$ cat src/rtl/commit_pkg.sv
// Shared types and constants for the ROB commit stage.
package commit_pkg;

    typedef enum logic [1:0] {
        ST_RUN   = 2'd0,
        ST_FLUSH = 2'd1,
        ST_DRAIN = 2'd2
    } commit_state_e;

    localparam int DEF_XLEN   = 32;
    localparam int DEF_AREG_W = 5;
    localparam int REG_ZERO   = 0;

endpackage

$ cat src/rtl/commit_waw_filter.sv
// Same-cycle WAW resolution: clears a lane's write request when a younger
// requesting lane targets the same destination.
module commit_waw_filter #(
    parameter int N      = 2,
    parameter int AREG_W = 5
) (
    input  logic [N-1:0]        req_i,
    input  logic [N*AREG_W-1:0] dest_i,
    output logic [N-1:0]        en_o
);

    always_comb begin
        en_o = req_i;
        for (int i = 0; i < N; i++) begin
            for (int j = i + 1; j < N; j++) begin
                if (req_i[j] && (dest_i[j*AREG_W +: AREG_W] == dest_i[i*AREG_W +: AREG_W])) begin
                    en_o[i] = 1'b0;
                end
            end
        end
    end

endmodule

$ cat src/rtl/rob_commit_stage.sv
// In-order multi-lane commit stage between ROB head and architectural RF.
// Optional retired-instruction counter enabled by COMMIT_PERF_CNT_EN.
//
// state    | meaning
// ST_RUN   | normal retirement of the leading completed run
// ST_FLUSH | single-cycle flush pulse after a faulting pop
// ST_DRAIN | commit held until the ROB reports empty
module rob_commit_stage
    import commit_pkg::*;
#(
    parameter int COMMIT_WIDTH = 2,
    parameter int XLEN         = DEF_XLEN,
    parameter int AREG_W       = DEF_AREG_W
) (
    input  logic                              clk,
    input  logic                              reset,
    input  logic [COMMIT_WIDTH-1:0]           head_valid,
    input  logic [COMMIT_WIDTH-1:0]           head_done,
    input  logic [COMMIT_WIDTH-1:0]           head_wr,
    input  logic [COMMIT_WIDTH-1:0]           head_exc,
    input  logic [COMMIT_WIDTH*AREG_W-1:0]    head_dest,
    input  logic [COMMIT_WIDTH*XLEN-1:0]      head_value,
    input  logic [COMMIT_WIDTH*XLEN-1:0]      head_pc,
    input  logic                              rob_empty,
    output logic [$clog2(COMMIT_WIDTH+1)-1:0] pop_count,
    output logic [COMMIT_WIDTH-1:0]           arch_wr_en,
    output logic [COMMIT_WIDTH*AREG_W-1:0]    arch_wr_addr,
    output logic [COMMIT_WIDTH*XLEN-1:0]      arch_wr_data,
    output logic                              flush,
    output logic [XLEN-1:0]                   flush_pc
`ifdef COMMIT_PERF_CNT_EN
    ,
    output logic [63:0]                       retired_count
`endif
);

    localparam int CNT_W  = $clog2(COMMIT_WIDTH + 1);
    localparam int LANE_W = (COMMIT_WIDTH > 1) ? $clog2(COMMIT_WIDTH) : 1;

    commit_state_e state_q, state_d;

    logic [CNT_W-1:0]        run_len;
    logic                    fault_hit;
    logic [LANE_W-1:0]       fault_lane;
    logic                    in_run;
    logic                    is_run;
    logic                    fault;
    logic [CNT_W-1:0]        retire_cnt;
    logic [COMMIT_WIDTH-1:0] wr_req;
    logic [COMMIT_WIDTH-1:0] wr_mask;

    logic [COMMIT_WIDTH-1:0]        arch_wr_en_q;
    logic [COMMIT_WIDTH*AREG_W-1:0] arch_wr_addr_q;
    logic [COMMIT_WIDTH*XLEN-1:0]   arch_wr_data_q;
    logic                           flush_q;
    logic [XLEN-1:0]                flush_pc_q;

    // Leading run of clean completed entries; the first non-clean lane ends it.
    always_comb begin
        run_len    = '0;
        fault_hit  = 1'b0;
        fault_lane = '0;
        in_run     = 1'b1;
        for (int i = 0; i < COMMIT_WIDTH; i++) begin
            if (in_run) begin
                if (head_valid[i] && head_done[i] && !head_exc[i]) begin
                    run_len = run_len + CNT_W'(1);
                end else begin
                    if (head_valid[i] && head_done[i]) begin
                        fault_hit  = 1'b1;
                        fault_lane = LANE_W'(i);
                    end
                    in_run = 1'b0;
                end
            end
        end
    end

    assign is_run     = (state_q == ST_RUN);
    assign fault      = is_run && fault_hit;
    assign retire_cnt = is_run ? run_len : '0;
    assign pop_count  = retire_cnt + CNT_W'(fault);

    always_comb begin
        wr_req = '0;
        for (int i = 0; i < COMMIT_WIDTH; i++) begin
            wr_req[i] = (CNT_W'(i) < retire_cnt) && head_wr[i]
                        && (head_dest[i*AREG_W +: AREG_W] != AREG_W'(REG_ZERO));
        end
    end

    commit_waw_filter #(
        .N      (COMMIT_WIDTH),
        .AREG_W (AREG_W)
    ) u_waw_filter (
        .req_i  (wr_req),
        .dest_i (head_dest),
        .en_o   (wr_mask)
    );

    always_comb begin
        state_d = state_q;
        case (state_q)
            ST_RUN:   if (fault_hit) state_d = ST_FLUSH;
            ST_FLUSH: state_d = ST_DRAIN;
            ST_DRAIN: if (rob_empty) state_d = ST_RUN;
            default:  state_d = ST_RUN;
        endcase
    end

    always_ff @(posedge clk or posedge reset) begin
        if (reset) begin
            state_q <= ST_RUN;
        end else begin
            state_q <= state_d;
        end
    end

    always_ff @(posedge clk or posedge reset) begin
        if (reset) begin
            arch_wr_en_q   <= '0;
            arch_wr_addr_q <= '0;
            arch_wr_data_q <= '0;
            flush_q        <= 1'b0;
            flush_pc_q     <= '0;
        end else begin
            arch_wr_en_q   <= wr_mask;
            arch_wr_addr_q <= head_dest;
            arch_wr_data_q <= head_value;
            flush_q        <= fault;
            if (fault) begin
                flush_pc_q <= head_pc[fault_lane*XLEN +: XLEN];
            end
        end
    end

    assign arch_wr_en   = arch_wr_en_q;
    assign arch_wr_addr = arch_wr_addr_q;
    assign arch_wr_data = arch_wr_data_q;
    assign flush        = flush_q;
    assign flush_pc     = flush_pc_q;

`ifdef COMMIT_PERF_CNT_EN
    logic [63:0] retired_q;

    // Faulting entries are popped but not counted as retired.
    always_ff @(posedge clk or posedge reset) begin
        if (reset) begin
            retired_q <= '0;
        end else begin
            retired_q <= retired_q + 64'(retire_cnt);
        end
    end

    assign retired_count = retired_q;
`endif

endmodule
$ cat config.mk
export PLATFORM = sky130hd
export DESIGN_NAME = rob_commit_stage
export DESIGN_NICKNAME = d
export VERILOG_FILES = /design/src/rtl/commit_pkg.sv /design/src/rtl/commit_waw_filter.sv /design/src/rtl/rob_commit_stage.sv
export SDC_FILE = /design/constraint.sdc
export NUM_CORES = 1
export LEC_CHECK = 0
export CELL_PAD_IN_SITES_DETAIL_PLACEMENT = 1
export CELL_PAD_IN_SITES_GLOBAL_PLACEMENT = 1
export CORE_MARGIN = 2
export CORE_UTILIZATION = 29
export DETAILED_ROUTE_END_ITERATION = 8
export PLACE_DENSITY_LB_ADDON = 0.1
export SYNTH_ARGS = -nofsm -noshare
export SYNTH_HDL_FRONTEND = slang
export SYNTH_SLANG_ARGS = --single-unit
export TNS_END_PERCENT = 5
$ cat constraint.sdc
create_clock -name clk -period 6.1 [get_ports clk]
set_input_delay 1.22 -clock clk [delete_from_list [all_inputs] [get_ports clk]]
set_output_delay 1.22 -clock clk [all_outputs]
set_load 0.02 [all_outputs]
==> run metrics, run 1 <==
status=completed; cells resized by post-CTS repair=0; Max Cap Violations=0; Worst EP required=4.88 ns; largest area contributor in the netlist=dfrtp_1; Post-Syn Area per Cell=13.85 um^2; die area=15,300 um^2; HPWL after DPL=11,330 um; PD cells=269.5 nW/um^2; CTS max path bufs=2; first-pass GRT wire length=22,100 um; CP delay by family, top=buffers and inverters; Tcrit/Tclk final=82.22%; fmax=0.1994 GHz; fin. max-slew vios=0; register area share after synthesis=66.87%; Sw Ratio=27.35%; worst-path fanout max=30; worst r2r src=state_q[1]; Detailed Route WL=14,800 um; initial antenna violation count=1; Mapped Cells=300; share of cells above drive strength 1=6.655%; Area contributors post-synth=dfrtp_1 67%, a31oi_1 7.4%, o221a_1 5.4%; vias in the first global route=3,685; CTS buffer count=9; core box area=13,930 um^2; vias=3,453; setup repair bufs after CTS=0; DRC violations left=0; DR WL/cell=20.08 um; Post-synth EDFFs=0; Root Driver=clkbuf_16; synth warn=0; largest net degree at the start of global routing=71; Final setup viols=0; Leakage=2.981 nW; cell row count=43; main flop type after synthesis=dfrtp_1; Max VDD drop=0.1356 mV; CP Launch Point=head_done[1]; CTS Hold Bufs=0; Clock Skews=0.006866 ns; asr flop ratio synth=100.0%; # port buffers=259; CTS sink cnt=111; Hold Startpoint=flush_pc[19]; Detail Route met2 WL=7339 um; Area Overhead vs Synth=72.08%; CP Cell Sequence=clkdlybuf4s50_1 > buf_4 > and3_4 > o21ai_2 > buf_4 > inv_2 > ha_1 > xor2_1 > clkdlybuf4s50_1; Slew @ Worst Pin=0.8228 ns; Int Pwr=1.399 mW; synthesized flop and latch total=111; Tmin final=5.016 ns; Vias/cell=4.685; syn_nets=450; Unique masters post-synth=33; WS Path Type=in2out; post-route setup TNS=0 ns; antenna-violating nets left=0; Slew headroom=45.14%; Nets=703; Util after Layout=51.30%; RSZ-0062 raised after global routing=false; Psw=0.5267 mW; Worst Hold Class=reg2reg; DRT Pass-1 Iters=4; slowest stage delay, CP=0.62 ns; # fillers=1,419; Placer Congestion=0.7746; die height=123.7 um; Final Hold Fails=0; H-tree levels=3; clock power share=29.6%; IO Count=260; share of the synthesized area in the top cell type=66.87%; Comb pwr share=26.2%; top routing layer used=met5; CP endpoint kind=primary output; aggregate global-route resource usage=19.58%; clk_lat worst skew=0.35 ns; Startpoint Class=primary input; initial core utilization=29.81%; Die W=123.7 um; post-synthesis cell area=4154 um^2; metal3 WL=1141 um; M1 WL=6039 um; Reg power frac=44.2%; CTS tree=built; Critical-path top delay cell=clkdlybuf4s50_1; GR Overflow Total=0; worst path bufs/invs=5; clock slew at reported path FFs=0.07 ns; Initial DRC Count=127; Worst Path Arrival=3.80 ns
==> state kept, by name (all words and copies together) (netlist names) <==
name / flops
arch_wr_addr: 10
flush_pc: 32
flush: 1
arch_wr_en: 2
arch_wr_data: 64
state_q: 2
==> cell type report <==
class,instances,area [um^2],area share [%]
Antenna cell,1,2.502,0.03501
Clock buffer,11,232.7,3.256
Clock inverter,3,46.29,0.6476
Inverter,24,92.59,1.295
Multi-Input combinational cell,141,1131,15.82
Sequential cell,111,2778,38.86
Tap cell,180,225.2,3.151
Timing Repair Buffer,266,2640,36.93
==> metal layers <==
| metal | vias to the layer above | track usage [%] |
|---|---|---|
| li1 | 1590 | - |
| met1 | 1689 | 23.99 |
| met2 | 155 | 33.04 |
| met3 | 17 | 4.808 |
| met4 | 2 | 8.026 |
| met5 | - | 0 |
==> synthesized netlist by cell type, types with 3 or more instances <==
cell       count
buf_2         11
buf_6          7
and2_1         9
o2bb2ai_2      9
a2bb2oi_1      3
o22ai_1        3
nor3_1         3
xor2_1         4
o221a_1       20
nand2b_1      21
a31oi_1       49
clkbuf_1       5
dfrtp_1      111
inv_1         22
==> cell usage in the layout (no fill, tap or decap) <==
cell	n
a31oi_1	49
and3_4	1
and2_1	9
inv_1	21
a2bb2oi_1	3
nor4_4	1
nand2_2	1
bufinv_16	1
clkdlybuf4s50_1	258
nand2_1	1
ha_1	1
o21ai_2	1
buf_2	1
a21oi_1	1
o221a_1	20
nand4b_1	2
o2111ai_1	1
inv_4	1
clkinv_4	1
o2bb2ai_2	9
dfrtp_1	111
xor2_1	4
diode_2	1
clkbuf_16	9
o22ai_1	3
mux2i_1	1
buf_4	7
clkbuf_1	2
nor2_1	2
nand4bb_2	1
a41oi_1	1
nor3_1	3
clkinvlp_4	1
and3_1	1
xnor2_1	2
or4_1	1
inv_2	2
nand2b_1	21
and4bb_1	1
==> power groups by stage <==
stage	clock [mW]	combinational, mW	sequential, mW
final	0.570	0.505	0.852
after global routing	0.621	0.541	0.860
after CTS	0.592	0.511	0.852
after detailed placement	0	0.510	0.864
after global placement	0	0.504	0.862
after floorplan	0	0.145	0.943
==> metrics by stage <==
stage               area (um^2)  setup WS [ns]  hold slack, ns  power (mW)  cells
CTS                        7146          1.092          0.5135       1.956    736
global placement           6867          1.132          0.4767       1.366    722
global route               7146         0.9252          0.5294       2.022    736
floorplan                  4154          1.949          0.4564       1.088    300
finish                     7148          1.084          0.5107       1.926    737
detailed placement         6867          1.112          0.4916       1.374    722
==> path summary, 6_finish.rpt <==
| path | to | slack [ns] | depth (start not counted) |
|---|---|---|---|
| worst max register to register | flush_pc[13] | 4.28 | 4 |
| worst max-delay path | pop_count[1] | 1.08 | 9 |
| min in group asynchronous | arch_wr_data[63] | 1.40 | 2 |
| max in group asynchronous | flush_pc[12] | 3.59 | 3 |
| worst min-delay path | flush_pc[19] | 0.51 | 1 |
| worst min register to register | flush_pc[19] | 0.51 | 1 |
==> cells by family after synthesis <==
family / count (synthesis) / synth area share [%]
flops: 111 / 66.87
simple gates: 45 / 7.410
compound gates: 88 / 17.89
fa+ha+maj: 1 / 0.3012
buf+inv: 48 / 6.024
xor+xnor: 6 / 1.265
mux: 1 / 0.2410
Power figures use the tool's default switching activity.
==> inputs of run 2 (changes only) <==
--- a/config.mk
+++ b/config.mk
@@ -8,7 +8,7 @@
 export CELL_PAD_IN_SITES_DETAIL_PLACEMENT = 1
 export CELL_PAD_IN_SITES_GLOBAL_PLACEMENT = 1
 export CORE_MARGIN = 2
-export CORE_UTILIZATION = 29
+export CORE_UTILIZATION = 25
 export DETAILED_ROUTE_END_ITERATION = 8
 export PLACE_DENSITY_LB_ADDON = 0.1
 export SYNTH_ARGS = -nofsm -noshare
==> constraint.sdc (replaced) <==
create_clock -name clk -period 4 [get_ports clk]
set_input_delay 0.8 -clock clk [delete_from_list [all_inputs] [get_ports clk]]
set_output_delay 0.8 -clock clk [all_outputs]
set_load 0.02 [all_outputs]
==> run 2 against run 1 <==
Register-to-register slack worse by 2.2 ns. Non-clock buffer count up 5. Setup slack worse by 0.80 ns. Flip-flop and latch count unchanged. Worst hold slack worse by 0.0096 ns. Clock power up 51%. Clock skew up 0.00075 ns. Critical path depth down 2. Wire length up 4.8%. Count of clock-buffer cells in the layout down 2. Combinational power up 54%. Sequential power up 51%. Critical path type unchanged. Highest routed layer unchanged.
==> run metrics, run 2 (synthesis gave the netlist of run 1 again) <==
status=completed; routing usage on met2=30.92%; fin. max-slew vios=0; CTS sink cnt=111; Clock Skews=0.007612 ns; first-pass GRT wire length=24,410 um; Final Hold Fails=0; leading cell type in the layout, fill and taps excluded=clkdlybuf4s50_1; Slew @ Worst Pin=0.7408 ns; RSZ-0062 raised after global routing=false; die height=132.9 um; post-route setup TNS=0 ns; Leakage=3.009 nW; Slew headroom=50.61%; Worst EP required=3.20 ns; initial core utilization=25.32%; vias in the first global route=3,883; Area Overhead vs Synth=74.46%; fmax=0.2692 GHz; CTS max path bufs=2; Root Driver=clkbuf_16; Max Cap Violations=0; Startpoint Class=primary input; WS Path Type=in2out; Critical-path top delay cell=clkdlybuf4s50_1; # fillers=1,699; clock slew at reported path FFs=0.08 ns; clk_lat worst skew=0.35 ns; initial antenna violation count=2; CP endpoint kind=primary output; Worst Path Arrival=2.91 ns; FF+latch area=2778 um^2; Nets=708; Detailed Route WL=15,510 um; vias=3,523; DRT Pass-1 Iters=5; Max VDD drop=0.2023 mV; critical path's most frequent cell=clkdlybuf4s50_1; share of cells above drive strength 1=8.007%; met1 Use GR=22.17%; Tmin final=3.714 ns; CTS buffer count=9; most used routing layer=met2; met3 usage=6.475%; flip-flop count of the largest register after layout=64; die area=17,660 um^2; CTS Hold Bufs=0; IO Count=260; Multi-input gate area=1131 um^2; PD cells=405.1 nW/um^2; GR Overflow Total=0; Final setup viols=0; Initial DRC Count=130; Tcrit/Tclk final=92.86%; aggregate global-route resource usage=18.10%; setup repair bufs after CTS=0; Util after Layout=44.17%; cell row count=47; largest net degree at the start of global routing=58; slowest stage delay, CP=0.70 ns; H-tree levels=3; antenna-violating nets left=0; Die W=132.9 um; cells resized by post-CTS repair=0; HPWL after DPL=11,840 um; CTS tree=built; most frequent cells in the layout=258 x clkdlybuf4s50_1, 111 x dfrtp_1, 49 x a31oi_1; worst-path fanout max=10; CP Cell Sequence=clkdlybuf4s50_1 > and3_4 > o21ai_2 > inv_2 > ha_1 > xor2_1 > clkdlybuf4s50_1; Min Hold Slack=0.5010 ns; DRC violations left=0; Vias/cell=4.499; DR WL/cell=19.81 um; # port buffers=259; Placer Congestion=0.7746; Worst Hold Class=reg2reg; core box area=16,410 um^2
-- run 2: cell types whose count changed in the layout (fill, tap and decap cells not counted), sizes merged --
cell      before  now
buf            8   13
bufinv         1    0
clkbuf        11    9
clkinv         1    0
clkinvlp       1    2
inv           24   28
-- run 2: final cells by class --
class	count	area share (%)
antenna	1	0.03453
clock buffer	9	3.108
inverter	24	1.278
sequential	111	38.33
multi-input combinational	141	15.61
clock inverter	6	0.7251
tap	220	3.798
timing repair buffer	271	37.12
-- run 2: metrics by stage --
stage / power (mW) / cell area [um^2] / setup WS, ns / instances
floorplan: 1.660 / 4154 / 0.2693 / 300
global placement: 2.089 / 6967 / 0.3368 / 767
detailed placement: 2.105 / 6967 / 0.3084 / 767
CTS: 2.988 / 7244 / 0.2840 / 782
global route: 3.090 / 7244 / 0.1990 / 782
finish: 2.936 / 7247 / 0.2855 / 783
-- run 2: final timing paths --
path | startpoint | endpoint | slack (ns) | cells after the start
setup / recovery | head_done[1] | pop_count[1] | 0.29 | 7
hold / removal | flush_pc[24] | flush_pc[24] | 0.50 | 1
setup reg to reg | state_q[1] | flush_pc[6] | 2.11 | 4
hold reg to reg | flush_pc[24] | flush_pc[24] | 0.50 | 1
max in group asynchronous | reset | arch_wr_data[58] | 2.28 | 3
min in group asynchronous | reset | arch_wr_data[60] | 0.93 | 2
-- run 2: power by group --
group | switching [mW] | internal [mW] | leakage (nW) | total, mW
clock | 0.431 | 0.431 | 0.131 | 0.862
sequential | 0.0673 | 1.23 | 1.33 | 1.29
combinational | 0.350 | 0.430 | 1.54 | 0.779
-- run 2: critical path, delay by kind of cell --
kind                       cells  cell delay (ns)
buffers and inverters          3             1.45
and+or+nand+nor                1             0.28
adders and majority gates      1             0.17
xor gates and xnor gates       1             0.15
AOI/OAI and AO/OA              1             0.06
-- run 2: metal layers --
| metal | part of all wire [%] | wire (um) |
|---|---|---|
| met5 | 0.084 | 13 |
| met4 | 0.78 | 121 |
| met3 | 8.9 | 1375 |
| met2 | 50 | 7685 |
| met1 | 41 | 6317 |
